[src/rtl/turfio_cout_gen_if.sv]
// Handshake bundle for the TURFIO cout command generator:
// trigger stream, run command and message channels.
interface turfio_cout_gen_if;
    logic [12:0] trig_addr_i;
    logic        trig_valid_i;
    logic        trig_ready_o;
    logic [1:0]  runcmd_i;
    logic        runcmd_valid_i;
    logic        runcmd_ready_o;
    logic [14:0] msg_i;
    logic        msg_valid_i;
    logic        msg_ready_o;

    modport master (
        output trig_addr_i, trig_valid_i,
        output runcmd_i, runcmd_valid_i,
        output msg_i, msg_valid_i,
        input  trig_ready_o, runcmd_ready_o, msg_ready_o
    );

    modport slave (
        input  trig_addr_i, trig_valid_i,
        input  runcmd_i, runcmd_valid_i,
        input  msg_i, msg_valid_i,
        output trig_ready_o, runcmd_ready_o, msg_ready_o
    );
endinterface

[src/rtl/turfio_cout_gen.sv]
// Builds the 32-bit cout command word once per 8-clock frame.
// Define TURFIO_COUT_STATS_EN to add trigger sent/dropped counters.
module turfio_cout_gen #(
    parameter logic [31:0] TRAIN_VALUE = 32'hA55A6996,
    parameter int          FIFO_DEPTH  = 4
) (
    input  logic        clk_i,
    input  logic        rst_i,
    input  logic        sysclk_phase_i,
    input  logic        train_i,
    turfio_cout_gen_if.slave bus,
    output logic [31:0] cout_command_o,
    output logic        frame_start_o,
    output logic        phase_err_o
`ifdef TURFIO_COUT_STATS_EN
    ,
    output logic [15:0] trig_sent_count_o,
    output logic [15:0] trig_dropped_o
`endif
);
    localparam int AW = $clog2(FIFO_DEPTH);
    localparam int CW = AW + 1;

    typedef enum logic {S_TRAIN, S_RUN} state_t;
    state_t r_state, w_state_nxt;

    logic [12:0]   r_mem [FIFO_DEPTH];
    logic [AW-1:0] r_wptr, r_rptr;
    logic [CW-1:0] r_count, w_count_nxt;
    logic          r_full, r_empty;

    logic        r_rc_held, r_msg_held;
    logic [1:0]  r_rc;
    logic [14:0] r_msg;
    logic [31:0] r_cout;
    logic        r_fs;
    logic [2:0]  r_pcnt;
    logic        r_seen, r_err;

    logic        w_run, w_bnd, w_load_run;
    logic        w_trig_ready, w_rc_ready, w_msg_ready;
    logic        w_push, w_pop, w_rc_load, w_msg_load;
    logic [31:0] w_word;

    assign w_run      = (r_state == S_RUN);
    assign w_bnd      = sysclk_phase_i;
    assign w_load_run = w_bnd && !train_i;

    assign w_trig_ready = w_run && !r_full;
    assign w_rc_ready   = w_run && !r_rc_held;
    assign w_msg_ready  = w_run && !r_msg_held;

    assign w_push     = bus.trig_valid_i && w_trig_ready;
    // Pop decision uses the registered empty, so a same-edge push waits a frame
    assign w_pop      = w_load_run && !r_empty;
    assign w_rc_load  = bus.runcmd_valid_i && w_rc_ready;
    assign w_msg_load = bus.msg_valid_i && w_msg_ready;

    assign bus.trig_ready_o   = w_trig_ready;
    assign bus.runcmd_ready_o = w_rc_ready;
    assign bus.msg_ready_o    = w_msg_ready;

    always_ff @(posedge clk_i) begin
        if (rst_i) r_state <= S_TRAIN;
        else       r_state <= w_state_nxt;
    end

    always_comb begin
        w_state_nxt = r_state;
        if (w_bnd) w_state_nxt = train_i ? S_TRAIN : S_RUN;
    end

    always_comb begin
        w_count_nxt = r_count;
        unique case ({w_push, w_pop})
            2'b10:   w_count_nxt = r_count + CW'(1);
            2'b01:   w_count_nxt = r_count - CW'(1);
            default: w_count_nxt = r_count;
        endcase
    end

    always_ff @(posedge clk_i) begin
        if (w_push) r_mem[r_wptr] <= bus.trig_addr_i;
    end

    always_ff @(posedge clk_i) begin
        if (rst_i) begin
            r_wptr  <= '0;
            r_rptr  <= '0;
            r_count <= '0;
            r_full  <= 1'b0;
            r_empty <= 1'b1;
        end else begin
            if (w_push) r_wptr <= r_wptr + AW'(1);
            if (w_pop)  r_rptr <= r_rptr + AW'(1);
            r_count <= w_count_nxt;
            r_full  <= (w_count_nxt == CW'(FIFO_DEPTH));
            r_empty <= (w_count_nxt == '0);
        end
    end

    always_ff @(posedge clk_i) begin
        if (rst_i) begin
            r_rc_held  <= 1'b0;
            r_rc       <= '0;
            r_msg_held <= 1'b0;
            r_msg      <= '0;
        end else begin
            if (w_load_run && r_rc_held) begin
                r_rc_held <= 1'b0;
            end else if (w_rc_load) begin
                r_rc_held <= 1'b1;
                r_rc      <= bus.runcmd_i;
            end
            if (w_load_run && r_msg_held) begin
                r_msg_held <= 1'b0;
            end else if (w_msg_load) begin
                r_msg_held <= 1'b1;
                r_msg      <= bus.msg_i;
            end
        end
    end

    assign w_word = {r_rc_held ? r_rc : 2'b00,
                     w_pop,
                     w_pop ? r_mem[r_rptr] : 13'd0,
                     r_msg_held,
                     r_msg_held ? r_msg : 15'd0};

    always_ff @(posedge clk_i) begin
        if (rst_i) begin
            r_cout <= TRAIN_VALUE;
            r_fs   <= 1'b0;
        end else begin
            if (w_bnd) r_cout <= train_i ? TRAIN_VALUE : w_word;
            r_fs <= w_bnd;
        end
    end

    always_ff @(posedge clk_i) begin
        if (rst_i) begin
            r_pcnt <= '0;
            r_seen <= 1'b0;
            r_err  <= 1'b0;
        end else if (sysclk_phase_i) begin
            if (r_seen && r_pcnt != 3'd7) r_err <= 1'b1;
            r_pcnt <= '0;
            r_seen <= 1'b1;
        end else begin
            r_pcnt <= r_pcnt + 3'd1;
        end
    end

    assign cout_command_o = r_cout;
    assign frame_start_o  = r_fs;
    assign phase_err_o    = r_err;

`ifdef TURFIO_COUT_STATS_EN
    logic [15:0] r_sent, r_drop;
    logic        w_drop_evt;

    assign w_drop_evt = bus.trig_valid_i && !w_trig_ready && w_run;

    always_ff @(posedge clk_i) begin
        if (rst_i) begin
            r_sent <= '0;
            r_drop <= '0;
        end else begin
            if (w_pop) r_sent <= r_sent + 16'd1;
            if (w_drop_evt && r_drop != 16'hFFFF) r_drop <= r_drop + 16'd1;
        end
    end

    assign trig_sent_count_o = r_sent;
    assign trig_dropped_o    = r_drop;
`endif
endmodule

[src/flat_wrapper.sv]
// flat-port wrapper written by rule: the top's interface ports become plain ports
module turfio_cout_gen_flat 
#(
    parameter logic [31:0] TRAIN_VALUE = 32'hA55A6996,
    parameter int          FIFO_DEPTH  = 4
)
  (clk_i, rst_i, sysclk_phase_i, train_i, cout_command_o, frame_start_o, phase_err_o, bus_trig_addr_i, bus_trig_valid_i, bus_runcmd_i, bus_runcmd_valid_i, bus_msg_i, bus_msg_valid_i, bus_trig_ready_o, bus_runcmd_ready_o, bus_msg_ready_o);
  turfio_cout_gen_if bus_i ();
  input  logic clk_i;
  input  logic rst_i;
  input  logic sysclk_phase_i;
  input  logic train_i;
  output logic [31:0] cout_command_o;
  output logic frame_start_o;
  output logic phase_err_o;
  input wire logic [$bits(bus_i.trig_addr_i)-1:0] bus_trig_addr_i;
  input wire logic [$bits(bus_i.trig_valid_i)-1:0] bus_trig_valid_i;
  input wire logic [$bits(bus_i.runcmd_i)-1:0] bus_runcmd_i;
  input wire logic [$bits(bus_i.runcmd_valid_i)-1:0] bus_runcmd_valid_i;
  input wire logic [$bits(bus_i.msg_i)-1:0] bus_msg_i;
  input wire logic [$bits(bus_i.msg_valid_i)-1:0] bus_msg_valid_i;
  output wire logic [$bits(bus_i.trig_ready_o)-1:0] bus_trig_ready_o;
  output wire logic [$bits(bus_i.runcmd_ready_o)-1:0] bus_runcmd_ready_o;
  output wire logic [$bits(bus_i.msg_ready_o)-1:0] bus_msg_ready_o;
  assign bus_i.trig_addr_i = bus_trig_addr_i;
  assign bus_i.trig_valid_i = bus_trig_valid_i;
  assign bus_i.runcmd_i = bus_runcmd_i;
  assign bus_i.runcmd_valid_i = bus_runcmd_valid_i;
  assign bus_i.msg_i = bus_msg_i;
  assign bus_i.msg_valid_i = bus_msg_valid_i;
  assign bus_trig_ready_o = bus_i.trig_ready_o;
  assign bus_runcmd_ready_o = bus_i.runcmd_ready_o;
  assign bus_msg_ready_o = bus_i.msg_ready_o;
  turfio_cout_gen #(.TRAIN_VALUE(TRAIN_VALUE), .FIFO_DEPTH(FIFO_DEPTH)) u_core (.clk_i(clk_i), .rst_i(rst_i), .sysclk_phase_i(sysclk_phase_i), .train_i(train_i), .bus(bus_i), .cout_command_o(cout_command_o), .frame_start_o(frame_start_o), .phase_err_o(phase_err_o));
endmodule
[config.mk]
export PLATFORM = sky130hd
export DESIGN_NAME = turfio_cout_gen_flat
export DESIGN_NICKNAME = d
export VERILOG_FILES = /design/src/rtl/turfio_cout_gen_if.sv /design/src/rtl/turfio_cout_gen.sv /design/src/flat_wrapper.sv
export SDC_FILE = /design/constraint.sdc
export NUM_CORES = 1
export LEC_CHECK = 0
export ABC_CLOCK_PERIOD_IN_PS = 5650
export CORE_AREA = 2 2 93 95
export DETAILED_ROUTE_END_ITERATION = 6
export DIE_AREA = 0 0 95 97
export HOLD_SLACK_MARGIN = 0.06
export PLACE_DENSITY = 0.79
export SLEW_MARGIN = 20
export SYNTH_ARGS = -nofsm -noshare
export SYNTH_HDL_FRONTEND = slang
export SYNTH_SLANG_ARGS = --single-unit
export TNS_END_PERCENT = 100
[constraint.sdc]
create_clock -name clk_i -period 5.65 [get_ports clk_i]
set_clock_uncertainty 0.05 [all_clocks]
set_input_delay 0.565 -clock clk_i [delete_from_list [all_inputs] [get_ports clk_i]]
set_output_delay 0.565 -clock clk_i [all_outputs]
set_load 0.05 [all_outputs]
==> results list, run 1 <==
* Maximum number of pins on one net before global-route repair: 38
- The worst setup path is captured at a primary output.
* Critical R2R Capture: u_core.r_empty
* DIE AREA: 0.009215 mm2
- Hold Crit Start: u_core.r_pcnt[0]
- After synthesis, flip-flops and latches occupy ~66% of the total area.
- The worst hold path belongs to the class register to register.
- The number of clock buffers added by TritonCTS is 17.
- For this design the ratio of total power to cell area is around 360 mW/mm2.
- The biggest area contributor in the post-synthesis netlist is sky130_fd_sc_hd__edfxtp_1.
* Share of cells above drive strength 1: between 10% and 20%
- Yosys cell types: 40
- Count of max-cap constraint violations: 0
- After layout, the worst path uses between 40% and 50% of the clock period.
* Final Hold Fails: 0
- Layout Area Growth over Synthesis: 29.12%
- Fraction of synthesized cell area taken by the top area cell type: between 30% and 40%
- Max Buffers Root-to-Sink: 2
- Area of the core: 0.008134 mm2
* Startpoint type of the worst setup path: register
- Measured slew at the worst slew-check pin: about 1.1 ns
- Across every metal layer, demand over resource in global routing totals about a fifth.
- The initial antenna violation count is 0.
- The first global-routing pass estimated roughly 13,000 um of wire.
- Once the floorplan was initialized, standard cells occupied approximately 55% of the core.
- Based on the critical path, the design can be clocked at up to about 0.38 GHz.
* Number of warnings printed during yosys synthesis: 0
* Hold Crit Depth: 1
- Run status: complete, no violations
- Along the worst path, the maximum fanout reaches 13.
- Clock tree synthesis selected as its root buffer the cell sky130_fd_sc_hd__clkbuf_8.
- For the final routed database, the setup TNS stands at 0 ns.
* Number of nets produced by synthesis: 382
- # resized after CTS: 0
* Slowest stage cell, crit path: sky130_fd_sc_hd__clkdlybuf4s50_1
* Detailed router's first-iteration violation count: around 120
- The setup check on the worst reg-to-reg path leaves a slack of 3.19 ns.
- Width of the chip: about 95 um
- The number of slew-limit violations in the final report was 0.
- Inserted Diodes: 0
* Count of mapped cells out of synthesis: ~340
- The worst register-to-register path has a depth of 7.
- Switching share of total power: between 20% and 30%
- The HPWL after detailed placement is approximately 5500 um.
- The number of setup buffers added after CTS is 0.
- Number of filler cells placed in the layout: between 500 and 600
- After layout, the minimum clock period comes to 2.655 ns.
- Share of total power in sequential cells: around 46%
- 74 I/O pins were placed.
- In this run, the combinational gates consume 6.6% of the power.
- Worst vdd rail ir drop: approximately 0.25 mV
- Detail Route Antenna Nets: 0
- The signal on the critical path passes through nor2b_1, clkdlybuf4s50_1.
- Critical register-to-register path startpoint: u_core.r_state
- Number of clock sinks seen by CTS: roughly 120
* Average cell area after synthesis: ~13 um2
- The worst hold path terminates at u_core.r_pcnt[0].
- In this run the tool buffered the top-level ports with 73 buffer cells.
- Count of vias placed by the detailed router: between 2,000 and 3,000
- Data required time of the critical path: just over 5 ns
- Die Height: just under 100 um
* Depth of the CTS H-tree: 4
* Row Count: 33
- Final nets: ~460
- Sorting the synthesized cells by area gives the leading types as sky130_fd_sc_hd__edfxtp_1, sky130_fd_sc_hd__dfxtp_1, sky130_fd_sc_hd__mux2i_1.
- Clock-pin slew was measured on the worst setup and hold paths at 0.06 ns.
- CTS Hold Bufs: 0
- In the routed layout, each cell is associated on average with a via count of between 5 and 6.
- Summing internal, switching and leakage power gives between 2 and 2.5 mW.
* Internal cell power: 1.597 mW
- Per report_power, the clock group accounts for a little under half of the total.
- Slowest cell delay on critical path: approximately 0.73 ns
* Relative slew margins: 27.23%
- Routability-driven placement finished with a final weighted congestion of slightly below 0.8.
- In this run the static leakage power is ~2.1 nW.
- Number of storage elements in the synthesis netlist: about 120
- The critical path is of the register to primary output type.
* Clock tree from TritonCTS: done
- Post-Syn Area: around 0.0045 mm2
- First-pass detailed-route iteration total: 4
- Arrival time at the worst endpoint: ~2.0 ns
- Setup repair after global routing left no endpoint under its margin.
- The number of global-route vias before repair was between 2,000 and 3,000.
- Routed WL per cell: ~16 um
* NetSw: ~0.47 mW
- DRC Markers: 0
- The total overflow left after global routing is 0.
* Detailed-route wire length: 8573 um
- Final number of setup-violating endpoints: 0
* Worst-Skew Late Latency: between 0.5 and 0.6 ns
==> state kept, by name, summed over array words and instances, names as in the netlist, named ones only <==
signal                 flops
u_core.cout_command_o     32
u_core.frame_start_o       1
u_core.phase_err_o         1
u_core.r_count             3
u_core.r_empty             1
u_core.r_full              1
u_core.r_mem              52
u_core.r_msg              15
u_core.r_msg_held          1
u_core.r_pcnt              3
u_core.r_rc                2
u_core.r_rc_held           1
u_core.r_rptr              2
u_core.r_seen              1
u_core.r_state             1
u_core.r_wptr              2
==> layout make-up <==
cell class / count / area, um2 / share of cell area [%]
Clock buffer: 21 / 481.7 / 8.357
Clock inverter: 11 / 82.58 / 1.433
Inverter: 5 / 18.77 / 0.3256
Multi-Input combinational cell: 191 / 1369 / 23.75
Sequential cell: 121 / 2943 / 51.05
Tap cell: 105 / 131.4 / 2.279
Timing Repair Buffer: 74 / 738.2 / 12.81
==> metrics by stage <==
stage | cells | area, um2 | utilization (%) | hold slack (ns) | setup slack (ns)
after floorplan | 337 | 4464 | - | 0.3492 | 3.225
after global placement | 496 | 5200 | 63.93 | 0.3561 | 2.777
after detailed placement | 496 | 5200 | 63.93 | 0.3760 | 2.702
after CTS | 528 | 5764 | 70.87 | 0.3837 | 2.974
after global routing | 528 | 5764 | 70.87 | 0.4179 | 2.882
final | 528 | 5764 | 70.87 | 0.3790 | 2.995
==> per-layer routing <==
metal	part of all wire (%)	track usage [%]	wire, um	up-vias
met5	0	0	0	-
met3	5.7	5.374	486	14
met2	51	33.66	4358	76
met4	1.5	9.476	132	0
li1	-	-	-	1352
met1	42	22.08	3596	1369
==> cell usage in the layout, fill, tap and decap left out, types with 2 or more instances in the layout <==
master / instances
sky130_fd_sc_hd__nand2b_1: 4
sky130_fd_sc_hd__and3b_1: 4
sky130_fd_sc_hd__clkinv_4: 4
sky130_fd_sc_hd__nand2_1: 33
sky130_fd_sc_hd__xnor2_1: 4
sky130_fd_sc_hd__dfxtp_1: 69
sky130_fd_sc_hd__o22a_1: 7
sky130_fd_sc_hd__nand3b_1: 2
sky130_fd_sc_hd__clkbuf_8: 2
sky130_fd_sc_hd__or2_2: 2
sky130_fd_sc_hd__a21oi_2: 9
sky130_fd_sc_hd__nor2b_1: 4
sky130_fd_sc_hd__o22ai_1: 8
sky130_fd_sc_hd__clkinv_2: 2
sky130_fd_sc_hd__inv_1: 5
sky130_fd_sc_hd__and2_1: 6
sky130_fd_sc_hd__edfxtp_1: 52
sky130_fd_sc_hd__inv_4: 2
sky130_fd_sc_hd__clkbuf_16: 18
sky130_fd_sc_hd__a21oi_1: 18
sky130_fd_sc_hd__nor2_1: 32
sky130_fd_sc_hd__clkdlybuf4s50_1: 73
sky130_fd_sc_hd__mux4_2: 7
sky130_fd_sc_hd__a22o_1: 14
sky130_fd_sc_hd__inv_6: 2
sky130_fd_sc_hd__mux2i_1: 16
sky130_fd_sc_hd__ha_1: 7
==> worst max path at each step <==
stage | depth (start not counted) | to | slack [ns] | start
6_report | 2 | bus_msg_ready_o | 3.00 | u_core.r_msg_held
5_1_grt | 2 | bus_msg_ready_o | 2.88 | u_core.r_msg_held
4_1_cts | 2 | bus_msg_ready_o | 2.97 | u_core.r_msg_held
3_5_place_dp | 8 | u_core.r_empty | 2.70 | bus_trig_valid_i
3_3_place_gp | 8 | u_core.r_empty | 2.78 | bus_trig_valid_i
2_1_floorplan | 8 | u_core.r_empty | 3.23 | bus_trig_valid_i
==> worst max-delay path: cells and delay by family, from the launching register on <==
| kind | cells | cell delay [ns] |
|---|---|---|
| and+or+nand+nor | 1 | 0.11 |
| buffers and inverters | 1 | 0.73 |
| DFF | 1 | 0.69 |
==> logic make-up after synthesis <==
group | share of synthesized area (%)
adders and majority gates | 2.410
DFF | 65.92
AOI/OAI and AO/OA | 10.03
xor gates and xnor gates | 0.7847
buffers and inverters | 3.419
muxes | 7.119
and+or+nand+nor | 10.31
==> cell usage after synthesis <==
cell type                   n
sky130_fd_sc_hd__and3b_1    4
sky130_fd_sc_hd__inv_1      5
sky130_fd_sc_hd__nor2_8     1
sky130_fd_sc_hd__dfxtp_1   69
sky130_fd_sc_hd__buf_6      4
sky130_fd_sc_hd__a31o_2     1
sky130_fd_sc_hd__ha_1       7
sky130_fd_sc_hd__nand3b_1   2
sky130_fd_sc_hd__and2_1     6
sky130_fd_sc_hd__xnor2_1    4
sky130_fd_sc_hd__or2b_1     1
sky130_fd_sc_hd__o22ai_1    8
sky130_fd_sc_hd__nand2b_1   4
sky130_fd_sc_hd__or3b_1     1
sky130_fd_sc_hd__or3_1      1
sky130_fd_sc_hd__nand2_1   33
sky130_fd_sc_hd__mux2i_1   16
sky130_fd_sc_hd__buf_2      6
sky130_fd_sc_hd__edfxtp_1  52
sky130_fd_sc_hd__a211oi_1   1
sky130_fd_sc_hd__buf_12     1
sky130_fd_sc_hd__a21oi_1   18
sky130_fd_sc_hd__a21o_1     1
sky130_fd_sc_hd__nor3b_1    1
sky130_fd_sc_hd__nor2_1    32
sky130_fd_sc_hd__fa_1       1
sky130_fd_sc_hd__mux4_2     7
sky130_fd_sc_hd__nor2b_1    4
sky130_fd_sc_hd__nor4bb_1   1
sky130_fd_sc_hd__a22o_1    14
sky130_fd_sc_hd__o21ai_0    1
sky130_fd_sc_hd__clkbuf_2   1
sky130_fd_sc_hd__nor2_2     1
sky130_fd_sc_hd__buf_4      1
sky130_fd_sc_hd__a32o_1     1
sky130_fd_sc_hd__o22a_1     7
sky130_fd_sc_hd__clkbuf_1   7
sky130_fd_sc_hd__a21oi_2    9
sky130_fd_sc_hd__or2_2      2
sky130_fd_sc_hd__a31oi_1    1
==> power groups by stage <==
| stage | sequential, mW | combinational (mW) | clock [mW] |
|---|---|---|---|
| after floorplan | 0.989 | 0.0548 | 0 |
| after global placement | 0.964 | 0.134 | 0 |
| after detailed placement | 0.965 | 0.136 | 0 |
| after CTS | 0.946 | 0.138 | 0.997 |
| after global routing | 0.948 | 0.146 | 1.04 |
| final | 0.946 | 0.136 | 0.988 |
(Power assumes the default switching activity.)
==> inputs of run 2 (changes only) <==
Settings changed: ABC_CLOCK_PERIOD_IN_PS 5650 to 2500, CORE_AREA 2 2 93 95 to 2 2 96 98, DIE_AREA 0 0 95 97 to 0 0 98 100, PLACE_DENSITY 0.79 to 0.75.
Clock period 5.65 ns to 2.5 ns, I/O delays scaled along.
==> results list, run 2 (synthesized netlist as in run 1, its figures left out) <==
* Placed Cells: 516
* Clock tree from TritonCTS: done
- First-pass detailed-route iteration total: 4
- Combined buffer and inverter count along the critical path: 0
* Final number of setup-violating endpoints: 0
- Count of buffers from port buffering: 73
- Detailed-placement wirelength estimate: 5951 um
* Critical path peak fanout: 6
- Width of the chip: around 100 um
- Starting utilization of the core area: approximately half
- Dividing the final minimum period by the clock period gives 91.24%.
* Inserted Diodes: 0
- Final estimated routing congestion in global placement: about 0.7
* Data required time of the critical path: between 2 and 3 ns
- The number of hold buffers added after CTS was 0.
- Relative to the synthesized area, the layout overhead comes to 32.20%.
- Count of max-cap constraint violations: 0
- The register with the most flip-flops in the layout has 52 of them.
* End-of-flow core utilization: about two thirds
- Setup repair after global routing left no endpoint under its margin.
- At the placement stage, the worst setup path has a slack of 0.01458 ns.
* Endpoint type of the worst setup path: register
- Area of the core: 0.008890 mm2
- Startpoint type of the worst setup path: register
* Detailed router's first-iteration violation count: between 100 and 150
- The final layout contains routed wiring with a total length of slightly below 9000 um.
* DRC Markers: 0
* Detail Route Antenna Nets: 0
- The largest individual stage delay along the critical path comes from the cell sky130_fd_sc_hd__dfxtp_1.
- CTS placed an instance of sky130_fd_sc_hd__clkbuf_8 at the clock tree root.
* Post-route setup slack: ~0.22 ns
* Relative slew margins: 44.59%
- Worst min-delay path class: primary input to register
- The cell family contributing the most delay on the critical path is adder cells.
- Across the VDD grid, the largest voltage drop is slightly below 0.5 mV.
- Across every metal layer, demand over resource in global routing totals between 10% and 20%.
* Critical path, cell by cell: nor3b_1, ha_1, fa_1, xnor2_1, or3_1, a211oi_1
* Routed WL per cell: around 16 um
- Critical Setup Path Class: register to register
- Depth of the CTS H-tree: 4
- For this design the static power due to leakage is around 2.2 nW.
- Max Buffers Root-to-Sink: 2
* Total overflow reported by the global router: 0
- The clock reaches the later pin of the worst-skew pair after approximately 0.5 ns.
- Final Hold Fails: 0
* Run status: complete, no violations
* Slew Limit Fails: 0
- Number of clock sinks seen by CTS: approximately 120
- Counting the fill cells in the layout gives approximately 700.
- In the routed layout, each cell is associated on average with a via count of between 5 and 6.
- The floorplan step defined a die boundary enclosing slightly below 0.01 mm2.
- Final worst path period need: ~2.3 ns
* # resized after CTS: 0
- Die Height: 100 um
* Setup TNS: 0 ns
- For this run, the post-layout net count is ~470.
* Register with the most flip-flops: u_core.r_mem
- Number of setup buffers added after CTS: 0
- Entering global routing, the biggest net connects 20 pins.
* TritonCTS buffer count: 17
- For the pin with the worst max-slew slack, the measured transition is a little over 0.8 ns.
- Data arrives at the worst endpoint at approximately 2.6 ns.
* Leading cell types in the layout, fill and taps excluded: sky130_fd_sc_hd__clkdlybuf4s50_1, sky130_fd_sc_hd__dfxtp_1, sky130_fd_sc_hd__edfxtp_1
* Multi-input combinational cell area: between 0.001 and 0.0015 mm2
* Wire length of the first global-routing pass: ~14,000 um
- Summing over every cut layer, the via total after detailed routing is 2,820.
- Power spread over the standard cell area amounts to around 820 mW/mm2.
- Most common library cell in the layout ignoring fill and taps: sky130_fd_sc_hd__clkdlybuf4s50_1
- The initialized floorplan defines 35 standard-cell rows.
- Clock-pin slew was measured on the worst setup and hold paths at approximately 0.06 ns.
* Post-Layout Cell Count: ~550
- In the final layout, flip-flops and latches occupy around 0.0029 mm2.
* Share of cells above drive strength 1: between 15 and 20%
- Initial antenna violation count: 0
- I/O pin total: 74
- Vias in the first global route: roughly 2,900
- For this run, the top clock speed supported by timing is around 0.44 GHz.
- Slowest cell delay on critical path: roughly 0.52 ns
[run 2: cell count changes in the layout (fill, tap and decap cells not counted)]
cell and change:
sky130_fd_sc_hd__clkinv_2 +2, sky130_fd_sc_hd__clkbuf_16 -2, sky130_fd_sc_hd__clkbuf_8 -1, sky130_fd_sc_hd__clkbuf_1 -1, sky130_fd_sc_hd__buf_4 +14, sky130_fd_sc_hd__inv_6 +1, sky130_fd_sc_hd__clkinv_1 +1, sky130_fd_sc_hd__clkinvlp_4 -1
sky130_fd_sc_hd__inv_4 -2, sky130_fd_sc_hd__bufinv_16 +3
[run 2: layer usage]
layer  GRT usage (%)  part of all wire, %
met4           7.051                  1.1
met2           33.46                   51
met3           4.735                  4.6
met1           23.02                   43
met5               0                    0
[run 2: worst paths after layout]
check,start,end,slack [ns],depth (start not counted)
hold / removal,bus_msg_i[14],u_core.r_msg[14],0.26,3
hold reg to reg,u_core.r_pcnt[0],u_core.r_pcnt[0],0.37,1
setup / recovery,u_core.r_empty,u_core.r_full,0.22,6
setup reg to reg,u_core.r_empty,u_core.r_full,0.22,6
[run 2: layout make-up]
type	count	area share, %
tap	111	2.353
clock inverter	15	2.968
inverter	5	0.3180
multi-input combinational	191	23.19
timing repair buffer	88	14.29
clock buffer	17	7.017
sequential	121	49.86
[run 2: power by group]
group	leakage, nW	switching [mW]	internal, mW
combinational	0.837	0.181	0.142
clock	0.294	0.854	1.52
sequential	1.03	0.0280	2.10
[run 2: worst min-delay path: stages]
cell and delay, ns:
sky130_fd_sc_hd__clkdlybuf4s50_1 0.41, sky130_fd_sc_hd__nand2_1 0.06, sky130_fd_sc_hd__a21oi_1 0.05
[run 2: stage by stage]
stage / hold slack (ns) / total power, mW / cell area [um2]
floorplan: 0.2989 / 2.359 / 4464
global placement: 0.3592 / 2.489 / 5313
detailed placement: 0.3663 / 2.498 / 5313
CTS: 0.2387 / 4.886 / 5902
global route: 0.2554 / 5.010 / 5902
finish: 0.2605 / 4.829 / 5902
==> inputs of run 3 (changes only) <==
Settings changed: CORE_AREA 2 2 96 98 to 2 2 69 137, DIE_AREA 0 0 98 100 to 0 0 71 139, PLACE_DENSITY 0.75 to 0.74.
==> results list, run 3 (synthesized netlist as in run 1, its figures left out) <==
* Run status: complete, no violations
- Prior to clock tree synthesis, the placed netlist has a worst setup slack of around 0.015 ns.
- Most common library cell in the layout ignoring fill and taps: sky130_fd_sc_hd__clkdlybuf4s50_1
- 74 I/O pins were placed.
- Final number of setup-violating endpoints: 0
- In this run the critical register-to-register path is captured at u_core.r_empty.
- Detailed-placement wirelength estimate: about 6000 um
- Detailed router's first-iteration violation count: 88
- Root buffer selected by CTS: sky130_fd_sc_hd__clkbuf_16
- Initial antenna violation count: 0
- Row Count: 49
* Worst min-delay path class: primary input to register
- The core region is slightly below 0.009 mm2.
- Inserted Diodes: 0
- For this configuration, the core starts out at a cell density of between 50% and 60%.
- After clock tree synthesis, the flow added hold-fix buffers numbering 0.
- The first global-routing pass estimated about 14,000 um of wire.
* Relative slew margins: between 40% and 50%
- For the worst setup path, the data required time is roughly 2.8 ns.
* Critical register-to-register path startpoint: u_core.r_empty
- Clock latency on the worst-skew pair, taken at its later pin, is roughly 0.4 ns.
* Register with the most flip-flops: u_core.r_mem
- The register with the most flip-flops in the layout has 52 of them.
- STA classifies the critical path endpoint as a register.
- Clock-pin slew was measured on the worst setup and hold paths at ~0.050 ns.
- Critical path peak fanout: 6
* Maximum number of pins on one net before global-route repair: 32
* Count of vias placed by the detailed router: between 2,000 and 3,000
- Worst setup path endpoint: u_core.r_empty
- Number of filler cells placed in the layout: between 600 and 700
* Max Buffers Root-to-Sink: 2
- Die Height: around 140 um
- Setup TNS: 0 ns
- In the layout the commonest cells are sky130_fd_sc_hd__clkdlybuf4s50_1, sky130_fd_sc_hd__dfxtp_1, sky130_fd_sc_hd__edfxtp_1.
- Dividing the detail-routed via count by the number of cells gives roughly 5.3.
- The completed layout was analyzed and its total power is 5.116 mW.
* Worst setup slack for register-to-register paths: about 0.28 ns
* Worst vdd rail ir drop: 0.7444 mV
* Arrival time at the worst endpoint: 2.47 ns
- Across the whole layout, storage elements account for 0.002943 mm2.
- Count of max-cap constraint violations: 0
- TritonCTS created 17 clock buffers.
- Routability-driven placement finished with a final weighted congestion of between 0.7 and 0.8.
- Post-route setup slack: roughly 0.28 ns
- Measured in cells, the most critical reg-to-reg path has a length of 6.
- Summing all multi-input logic gate instances after layout gives 0.001369 mm2.
* Power per Cell Area: 860.1 mW/mm2
- Count of buffers from port buffering: between 70 and 80
- DIE AREA: a little under 0.01 mm2
- Vias in the first global route: about 3,000
- Leakage power total: 2.176 nW
- Unrepaired setup endpoints after global routing: false
- Measured slew at the worst slew-check pin: 0.8094 ns
* # resized after CTS: 0
- The pre-antenna-repair detailed-routing pass consisted of 4 iterations.
* Launching instance or port of the critical path: u_core.r_empty
* Routed WL per cell: roughly 16 um
* Final Hold Fails: 0
* Clock tree from TritonCTS: done
- The worst setup path is launched from a register.
- Number of clock sinks seen by CTS: 121
- Depth of the CTS H-tree: 4
* Number of setup buffers added after CTS: 0
* Critical Setup Path Class: register to register
- Of the cells placed in the final design, the portion with a size suffix greater than 1 is 14.71%.
* Achievable Freq: 0.4498 GHz
* Total overflow reported by the global router: 0
- Final period utilization: a little under 90%
* End-of-flow core utilization: 66.91%
- Across every metal layer, demand over resource in global routing totals between 10% and 20%.
- Relative to the synthesized area, the layout overhead comes to 33.24%.
- Detailed-route wire length: around 8800 um
- Final nets: about 470
- Counting I/O delays and the setup requirement, the final critical path takes 2.223 ns.
- Width of the chip: around 71 um
* DRC Markers: 0
- In this run the remaining antenna-violating nets after routing total 0.
- The number of slew-limit violations in the final report is 0.
## run 3: cell types whose count changed in the layout (fill, tap and decap cells not counted), sizes merged
cell	before	now
clkinv	9	5
clkbuf	17	20
inv	8	5
buf	15	13
bufinv	3	5
clkinvlp	0	2
## run 3: how the worst min path moves through the flow
stage | from | to | slack [ns] | cells past startpoint
2_1_floorplan | bus_trig_addr_i[0] | u_core.r_mem[0][0] | 0.30 | 0
3_3_place_gp | u_core.r_pcnt[0] | u_core.r_pcnt[0] | 0.36 | 1
3_5_place_dp | u_core.r_pcnt[0] | u_core.r_pcnt[0] | 0.37 | 1
4_1_cts | bus_msg_i[4] | u_core.r_msg[4] | 0.34 | 3
5_1_grt | bus_msg_i[4] | u_core.r_msg[4] | 0.35 | 3
6_report | bus_msg_i[4] | u_core.r_msg[4] | 0.35 | 3
## run 3: layer usage
metal	vias to the layer above	wire (um)	track usage, %
met5	-	0	0
met4	0	231	9.434
met3	16	336	6.541
met2	68	5097	36.30
met1	1384	3141	18.27
li1	1380	-	-
## run 3: where the power goes
group	leakage, nW	internal [mW]	switching (mW)
logic	0.828	0.141	0.180
registers	1.03	2.11	0.0285
clock network	0.317	1.84	0.821
## run 3: cell type report
class,count,share of cell area (%)
clock buffers,20,7.846
inverters,5,0.3155
repair buffers,86,13.93
multi-input cells,191,23.01
flip-flops and latches,121,49.47
well taps,102,2.146
clock inverters,12,3.281
## run 3: metrics by stage
step	area [um2]	hold slack, ns	cells
floorplan	4464	0.2989	337
global placement	5286	0.3591	505
detailed placement	5286	0.3728	505
CTS	5948	0.3409	537
global route	5948	0.3550	537
finish	5948	0.3549	537
## run 3: critical path, stage by stage, from the launching register on
cell and delay [ns]:
sky130_fd_sc_hd__dfxtp_1 0.52, sky130_fd_sc_hd__nor3b_1 0.13, sky130_fd_sc_hd__ha_1 0.26, sky130_fd_sc_hd__fa_1 0.39, sky130_fd_sc_hd__xnor2_1 0.15, sky130_fd_sc_hd__or3_1 0.36
sky130_fd_sc_hd__a31o_2 0.26
